--- src/rtl/board_mem_arbiter.sv ---
// Shares the board BRAM port between the renderer, the generation updater and the cell-edit path.
// Optional ARB_OVERRUN_DETECT_EN adds overrun_out / overrun_count_out for generations spanning blanks.
module board_mem_arbiter #(
  parameter int unsigned WORD_SIZE     = 16,
  parameter int unsigned LOG_WORD_SIZE = 4,
  parameter int unsigned LOG_MAX_ADDR  = 12,
  parameter int unsigned READ_LATENCY  = 2
) (
  input  logic                     clk_130mhz,
  input  logic                     rst_in,
  input  logic                     render_done_in,
  input  logic [LOG_MAX_ADDR-1:0]  render_addr_in,
  input  logic                     step_req_in,
  output logic                     upd_start_out,
  input  logic                     upd_busy_in,
  output logic                     upd_gnt_out,
  input  logic [LOG_MAX_ADDR-1:0]  upd_addr_in,
  input  logic                     upd_we_in,
  input  logic [WORD_SIZE-1:0]     upd_wdata_in,
  input  logic                     edit_req_in,
  input  logic [LOG_MAX_ADDR-1:0]  edit_addr_in,
  input  logic [LOG_WORD_SIZE-1:0] edit_bit_in,
  output logic                     edit_ack_out,
  output logic [LOG_MAX_ADDR-1:0]  mem_addr_out,
  output logic                     mem_we_out,
  output logic [WORD_SIZE-1:0]     mem_wdata_out,
  input  logic [WORD_SIZE-1:0]     mem_rdata_in
`ifdef ARB_OVERRUN_DETECT_EN
  ,
  output logic                     overrun_out,
  output logic [15:0]              overrun_count_out
`endif
);

  localparam int unsigned WaitW = (READ_LATENCY > 2) ? $clog2(READ_LATENCY) : 1;

  typedef enum logic [2:0] {
    StIdle,
    StEditRd,
    StEditWait,
    StEditWr,
    StUpdate
  } state_e;

  state_e                   state_q;
  logic                     step_pending_q;
  logic                     upd_start_q;
  logic [LOG_MAX_ADDR-1:0]  edit_addr_q;
  logic [LOG_WORD_SIZE-1:0] edit_bit_q;
  logic [WORD_SIZE-1:0]     edit_rdata_q;
  logic [WaitW-1:0]         wait_cnt_q;
  logic [WORD_SIZE-1:0]     toggle_mask;

  // Bit 0 addresses the word MSB.
  assign toggle_mask   = {1'b1, {(WORD_SIZE-1){1'b0}}} >> edit_bit_q;
  assign upd_start_out = upd_start_q;

  always_ff @(posedge clk_130mhz or negedge rst_in) begin
    if (!rst_in) begin
      state_q        <= StIdle;
      step_pending_q <= 1'b0;
      upd_start_q    <= 1'b0;
      edit_addr_q    <= '0;
      edit_bit_q     <= '0;
      edit_rdata_q   <= '0;
      wait_cnt_q     <= '0;
    end else begin
      upd_start_q    <= 1'b0;
      step_pending_q <= step_pending_q | step_req_in;
      case (state_q)
        StIdle: begin
          if (render_done_in) begin
            if (edit_req_in && !upd_busy_in) begin
              state_q     <= StEditRd;
              edit_addr_q <= edit_addr_in;
              edit_bit_q  <= edit_bit_in;
            end else if (upd_busy_in) begin
              // Resume a generation paused by the previous frame.
              state_q <= StUpdate;
            end else if (step_pending_q || step_req_in) begin
              state_q        <= StUpdate;
              upd_start_q    <= 1'b1;
              step_pending_q <= 1'b0;
            end
          end
        end
        StEditRd: begin
          if (!render_done_in) begin
            state_q <= StIdle;
          end else if (READ_LATENCY == 1) begin
            edit_rdata_q <= mem_rdata_in;
            state_q      <= StEditWr;
          end else begin
            wait_cnt_q <= '0;
            state_q    <= StEditWait;
          end
        end
        StEditWait: begin
          if (!render_done_in) begin
            state_q <= StIdle;
          end else if (wait_cnt_q == WaitW'(READ_LATENCY - 2)) begin
            edit_rdata_q <= mem_rdata_in;
            state_q      <= StEditWr;
          end else begin
            wait_cnt_q <= wait_cnt_q + WaitW'(1);
          end
        end
        StEditWr: begin
          state_q <= StIdle;
        end
        StUpdate: begin
          // The start-pulse cycle is the updater's grace cycle to raise busy.
          if (!render_done_in || (!upd_start_q && !upd_busy_in)) begin
            state_q <= StIdle;
          end
        end
        default: begin
          state_q <= StIdle;
        end
      endcase
    end
  end

  // Renderer owns the port whenever it is drawing, whatever the state.
  always_comb begin
    mem_addr_out  = render_addr_in;
    mem_we_out    = 1'b0;
    mem_wdata_out = '0;
    upd_gnt_out   = 1'b0;
    edit_ack_out  = 1'b0;
    if (render_done_in) begin
      case (state_q)
        StUpdate: begin
          upd_gnt_out   = 1'b1;
          mem_addr_out  = upd_addr_in;
          mem_we_out    = upd_we_in;
          mem_wdata_out = upd_wdata_in;
        end
        StEditRd, StEditWait: begin
          mem_addr_out = edit_addr_q;
        end
        StEditWr: begin
          mem_addr_out  = edit_addr_q;
          mem_we_out    = 1'b1;
          mem_wdata_out = edit_rdata_q ^ toggle_mask;
          edit_ack_out  = 1'b1;
        end
        default: begin
        end
      endcase
    end
  end

`ifdef ARB_OVERRUN_DETECT_EN
  logic render_done_q;

  always_ff @(posedge clk_130mhz or negedge rst_in) begin
    if (!rst_in) begin
      render_done_q     <= 1'b0;
      overrun_out       <= 1'b0;
      overrun_count_out <= '0;
    end else begin
      render_done_q <= render_done_in;
      if (render_done_q && !render_done_in && upd_busy_in) begin
        overrun_out <= 1'b1;
        if (overrun_count_out != 16'hFFFF) begin
          overrun_count_out <= overrun_count_out + 16'd1;
        end
      end
    end
  end
`endif

endmodule

--- config.mk ---
export PLATFORM = sky130hd
export DESIGN_NAME = board_mem_arbiter
export DESIGN_NICKNAME = d
export VERILOG_FILES = /design/src/rtl/board_mem_arbiter.sv
export SDC_FILE = /design/constraint.sdc
export NUM_CORES = 1
export LEC_CHECK = 0
export ABC_AREA = 1
export CAP_MARGIN = 30
export CORE_MARGIN = 4
export CORE_UTILIZATION = 45
export CTS_CLUSTER_DIAMETER = 30
export CTS_CLUSTER_SIZE = 20
export DETAILED_ROUTE_END_ITERATION = 6
export PLACE_DENSITY_LB_ADDON = 0.15
export SYNTH_ARGS = -nofsm -noshare
export SYNTH_HDL_FRONTEND = slang
export SYNTH_SLANG_ARGS = --single-unit
--- constraint.sdc ---
create_clock -name clk_130mhz -period 3.81 [get_ports clk_130mhz]
set_input_delay 1.143 -clock clk_130mhz [delete_from_list [all_inputs] [get_ports clk_130mhz]]
set_output_delay 1.143 -clock clk_130mhz [all_outputs]
set_load 0.05 [all_outputs]
Word level (Yosys, flattened, before mapping)
Cells that the tools add are included.
Word-level totals
  output and inout bits: 32
  bits in read-only memories: 0
  logic and storage cells: 69
  bits in writable memories: 0
  latch bits: 0
  input port bits: 79
  memories kept: 0
  flip-flop bits (word level): 38
Operators by class
  $lt $le $gt $ge: 0
  add/subtract/negate cells: 1
  shifts and indexed selects: 1
  bitwise gates (word level): 3
  divide/modulo/power cells: 0
  equal/unequal tests: 10
  multiply operators: 0
  reduce and logical (&&, ||, !) cells: 14
  muxes and demuxes: 33
Operators with widths (count)
  16-bit case mux with 2 select lines: 1
  12-bit case mux with 2 select lines: 1
  3-bit two-way mux: 7
  1-bit two-way mux: 18
  16-bit two-way mux: 1
  16-bit by 4-bit right shift with 16-bit output, first input constant: 1
  16-bit XOR: 1
  12-bit two-way mux: 1
  3-bit case mux with 4 select lines: 1
  3-bit AND reduction: 3
  2-bit inequality test, second input constant: 4
  3-bit by 2-bit equality test with 1-bit output, second input constant: 2
  4-bit inequality test, second input constant: 1
  1-bit case mux with 2 select lines: 2
  4-bit AND reduction: 1
  3-bit by 1-bit equality test with 1-bit output, second input constant: 1
  3-bit equality test, second input constant: 1
  1-bit zero test: 3
  3-bit zero test: 1
  3-bit inequality test, second input constant: 1
  3-bit OR reduction: 1
  1-bit logical AND: 2
  1-bit logical OR: 2
  2-bit two-way mux: 1
  other kinds (4): 4

Logic depth before layout (Yosys ltp)
  depth in word-level cells: 6
  depth in mapped cells: 8
  gate-level depth less buffers: 7

Least setup slack after synthesis
OpenSTA, ideal clock, no wires.
  kind: input -> output
  from: input render_done_in
  to: output mem_we_out
  slack: 288 ps
  required time: 2667 ps
  arrival: 2379 ps
  stages: 2
  path through: nand2_2 -> o21ai_0
Between the ends
  longest elaborated chain between the ends: 1
RTL lines
  start, declared: RTL line 11  | input logic render_done_in,
  1-bit two-way mux: RTL line 131  | if (render_done_in) begin
  end, declared: RTL line 25  | output logic mem_we_out,
No other way between the ends.

Final worst setup path
  from: input render_done_in
  to: output mem_addr_out[7]
Between the ends
  longest elaborated chain between the ends: 1
RTL lines
  12-bit two-way mux: RTL line 131
  end, declared: RTL line 24  | output logic [LOG_MAX_ADDR-1:0] mem_addr_out,
No other way between the ends.

==> summary.md <==
| Metric | Value |
|---|---|
| Status | `finished clean` |
| Flop pwr share | `31.0%` |
| Worst path cell trace | `clkdlybuf4s50_1, nand2_1, nor2_4, buf_6, nand2_1, nand2_1, inv_1, nand2_1, buf_4` |
| Arrival time at the worst endpoint | `2.56 ns` |
| Max VDD drop | `~0.32 mV` |
| Worst path required time | `2.67 ns` |
| Die X | `roughly 80 µm` |
| Yosys warning count | `0` |
| Hold Buf Count CTS | `0` |
| Fraction of layout cells with a size suffix above 1 | `between 10% and 20%` |
| Cell at the slowest stage of the critical path | `clkdlybuf4s50_1` |
| Via/cell ratio | `roughly 4.9` |
| Register area share after synthesis | `between 30% and 40%` |
| Synthesized flop and latch total | `37` |
| ANT cells | `0` |
| Vias in the first global route | `2655` |
| Most common cell on crit path | `nand2_1` |
| Hold path depth | `2` |
| CTS Buf Count | `5` |
| H-tree Lvls | `2` |
| Post-DP HPWL | `between 5000 and 6000 µm` |
| Worst skew pair latency | `0.29 ns` |
| GRT overflow | `0` |
| Avg Cell Area, Syn | `6.54 µm²` |
| DIE AREA | `roughly 0.0065 mm²` |
| Reg2reg start | `state_q[0]` |
| IO Port Bufs | `110` |
| Worst Skew | `0.00535 ns` |
| Initial Utilization | `46.5%` |
| Setup Buffers After CTS | `0` |
| Synth Instances | `363` |
| Slew margin rel. | `45.0%` |
| Leak pwr | `roughly 1.8 nW` |
| FF-to-FF End | `edit_addr_q[11]` |
| Avg WL per Cell | `12.5 µm` |
| GP Congestion | `0.811` |
| Final core occ | `74.7%` |
| Largest net degree at the start of global routing | `38` |
| 1st-pass router iterations | `5` |
| Synthesized area | `0.00237 mm²` |
| Remaining DRCs | `0` |
| Final Critical Period | `3.70 ns` |
| Filler cell count | `between 400 and 500` |
| Hold WC Path Type | `reg -> reg` |
| NetSw | `approximately 0.0010 W` |
| WL final | `6760 µm` |
| Antenna viol nets, final | `0` |
| Violation count after the first detailed-route iteration | `129` |
| CTS root buf | `clkbuf_8` |
| Startpoint Class | `input port` |
| Worst setup path class | `in -> out` |
| Multi-input logic area | `0.00118 mm²` |
| Row count | `26` |
| Global-route wire length before repair | `11400 µm` |
| Worst R2R Path Depth | `6` |
| Die height | `80.6 µm` |
| Max-slew violations | `0` |
| Yosys cell types | `22` |
| Clk sinks | `37` |
| Sw Share | `between 40 and 50%` |
| Clk pin slew, worst setup/hold paths | `0.07 ns` |
| Min-delay src | `edit_addr_q[9]` |
| Top-Level Pins | `111` |
| Clock Path Buffers | `2` |
| Combinational share of power | `56.5%` |
| Crit. End Element | `primary output` |
| Nets | `551` |
| Slew @ Worst Pin | `just over 0.8 ns` |
| Crit share post-route | `a little over nine tenths` |
| CP Max Fanout | `13` |
| PD cells | `575 mW/mm²` |
| R2R setup slack | `between 1.5 and 2 ns` |
| Largest stage delay, worst path | `between 0.5 and 0.6 ns` |
| Final setup TNS | `0 ns` |
| Pint | `0.00118 W` |
| Total Power | `approximately 0.0022 W` |
| Synthesized Nets | `442` |
| Total number of vias | `2663` |
| Hold EP | `edit_addr_q[9]` |
| Core area | `0.00511 mm²` |
| Clock share of power | `12.5%` |
| Post-CTS sizing | `0` |
| GRT Total Usage | `22.2%` |
| Initial antenna violation count | `0` |
| FF/Latch Area | `926 µm²` |
| Synthesis-to-layout area growth | `60.7%` |
| Final Hold Violating Endpoints | `0` |
| Max-cap violations | `0` |
| CTS tree | `done` |
| Final setup fails | `0` |
| Peak Freq | `270 MHz` |
| RSZ-0062 raised after global routing | `no` |
per-stage QoR:
stage	instance area (µm²)	setup slack [ns]	std cells	hold WS (ns)
finish	3820	0.111	542	0.475
floorplan	2370	0.288	363	0.443
detailed placement	3720	0.0650	535	0.460
CTS	3810	0.0484	542	0.476
global route	3820	0.00775	542	0.487
global placement	3720	0.119	535	0.454
state kept, by name, indices dropped and copies added (netlist names):
register        flops
edit_bit_q          4
edit_addr_q        12
state_q             3
upd_start_out       1
step_pending_q      1
edit_rdata_q       16
cells in the final DEF (no fill, tap or decap), types with 2 or more instances in the layout:
cell               n
buf_12            23
buf_4             16
buf_6              2
clkbuf_8           6
clkdlybuf4s50_1   78
dfrtp_1           37
inv_1             34
inv_2              4
nand2_1          168
nand3_1           44
nand4_1           14
nor2_1            10
nor2_2             2
nor2_4             2
o21ai_0           22
worst max-delay path by stage:
stage                     cells after the start      startpoint                to  slack, ns
after floorplan                               2  render_done_in        mem_we_out       0.29
after global placement                        9  render_done_in  mem_addr_out[11]       0.12
after detailed placement                      9  render_done_in   mem_addr_out[7]       0.06
after CTS                                     9  render_done_in   mem_addr_out[7]       0.05
after global routing                          9  render_done_in   mem_addr_out[7]      0.008
final                                         9  render_done_in   mem_addr_out[7]       0.11
final cells by class:
class / count / area share (%)
clock buffers: 7 / 2.26
inverters: 39 / 3.83
multi-input cells: 269 / 31.0
flip-flops and latches: 37 / 24.3
well taps: 70 / 2.29
repair buffers: 120 / 36.4
metal layers:
metal / vias up / GRT usage [%] / share of wire (%)
li1: 1356 / - / -
met1: 1219 / 26.2 / 41
met2: 77 / 39.6 / 52
met3: 11 / 4.82 / 6.1
met4: 0 / 7.60 / 1.5
met5: - / 0 / 0
critical path, delay by kind of cell:
kind | cells | cell delay, ns
simple gates | 5 | 0.46
buf+inv | 4 | 0.95
synthesized netlist by cell type (all sizes together):
cell type  instances  share of area, %
o21ai             22               4.6
nand3             44               9.3
clkbuf             3              0.47
a31oi              1              0.26
a21oi              1              0.37
dfrtp             37                39
nor3b              1              0.32
nor3               2              0.90
nor2              14               3.1
buf               15               4.6
inv               38               6.0
nand4             14               3.7
nand2            170                27
clkinv             1              0.16
power groups by stage:
| stage | clock (W) | combinational [W] | sequential [W] |
|---|---|---|---|
| after global routing | 0.000298 | 0.00136 | 0.000702 |
| final | 0.000274 | 0.00124 | 0.000679 |
| after CTS | 0.000283 | 0.00124 | 0.000678 |
| after global placement | 0 | 0.00120 | 0.000674 |
| after floorplan | 0 | 0.000808 | 0.000652 |
| after detailed placement | 0 | 0.00123 | 0.000684 |
cells by family (layout without fill, tap and decap cells):
group | after synthesis | count (layout) | share of synthesized area [%]
buffers and inverters | 57 | 166 | 11.2
flip-flops | 37 | 37 | 39.0
AND/OR/NAND/NOR | 245 | 245 | 44.5
AO/OA/AOI/OAI | 24 | 24 | 5.27
No activity file was read; power rests on OpenSTA's default activity.
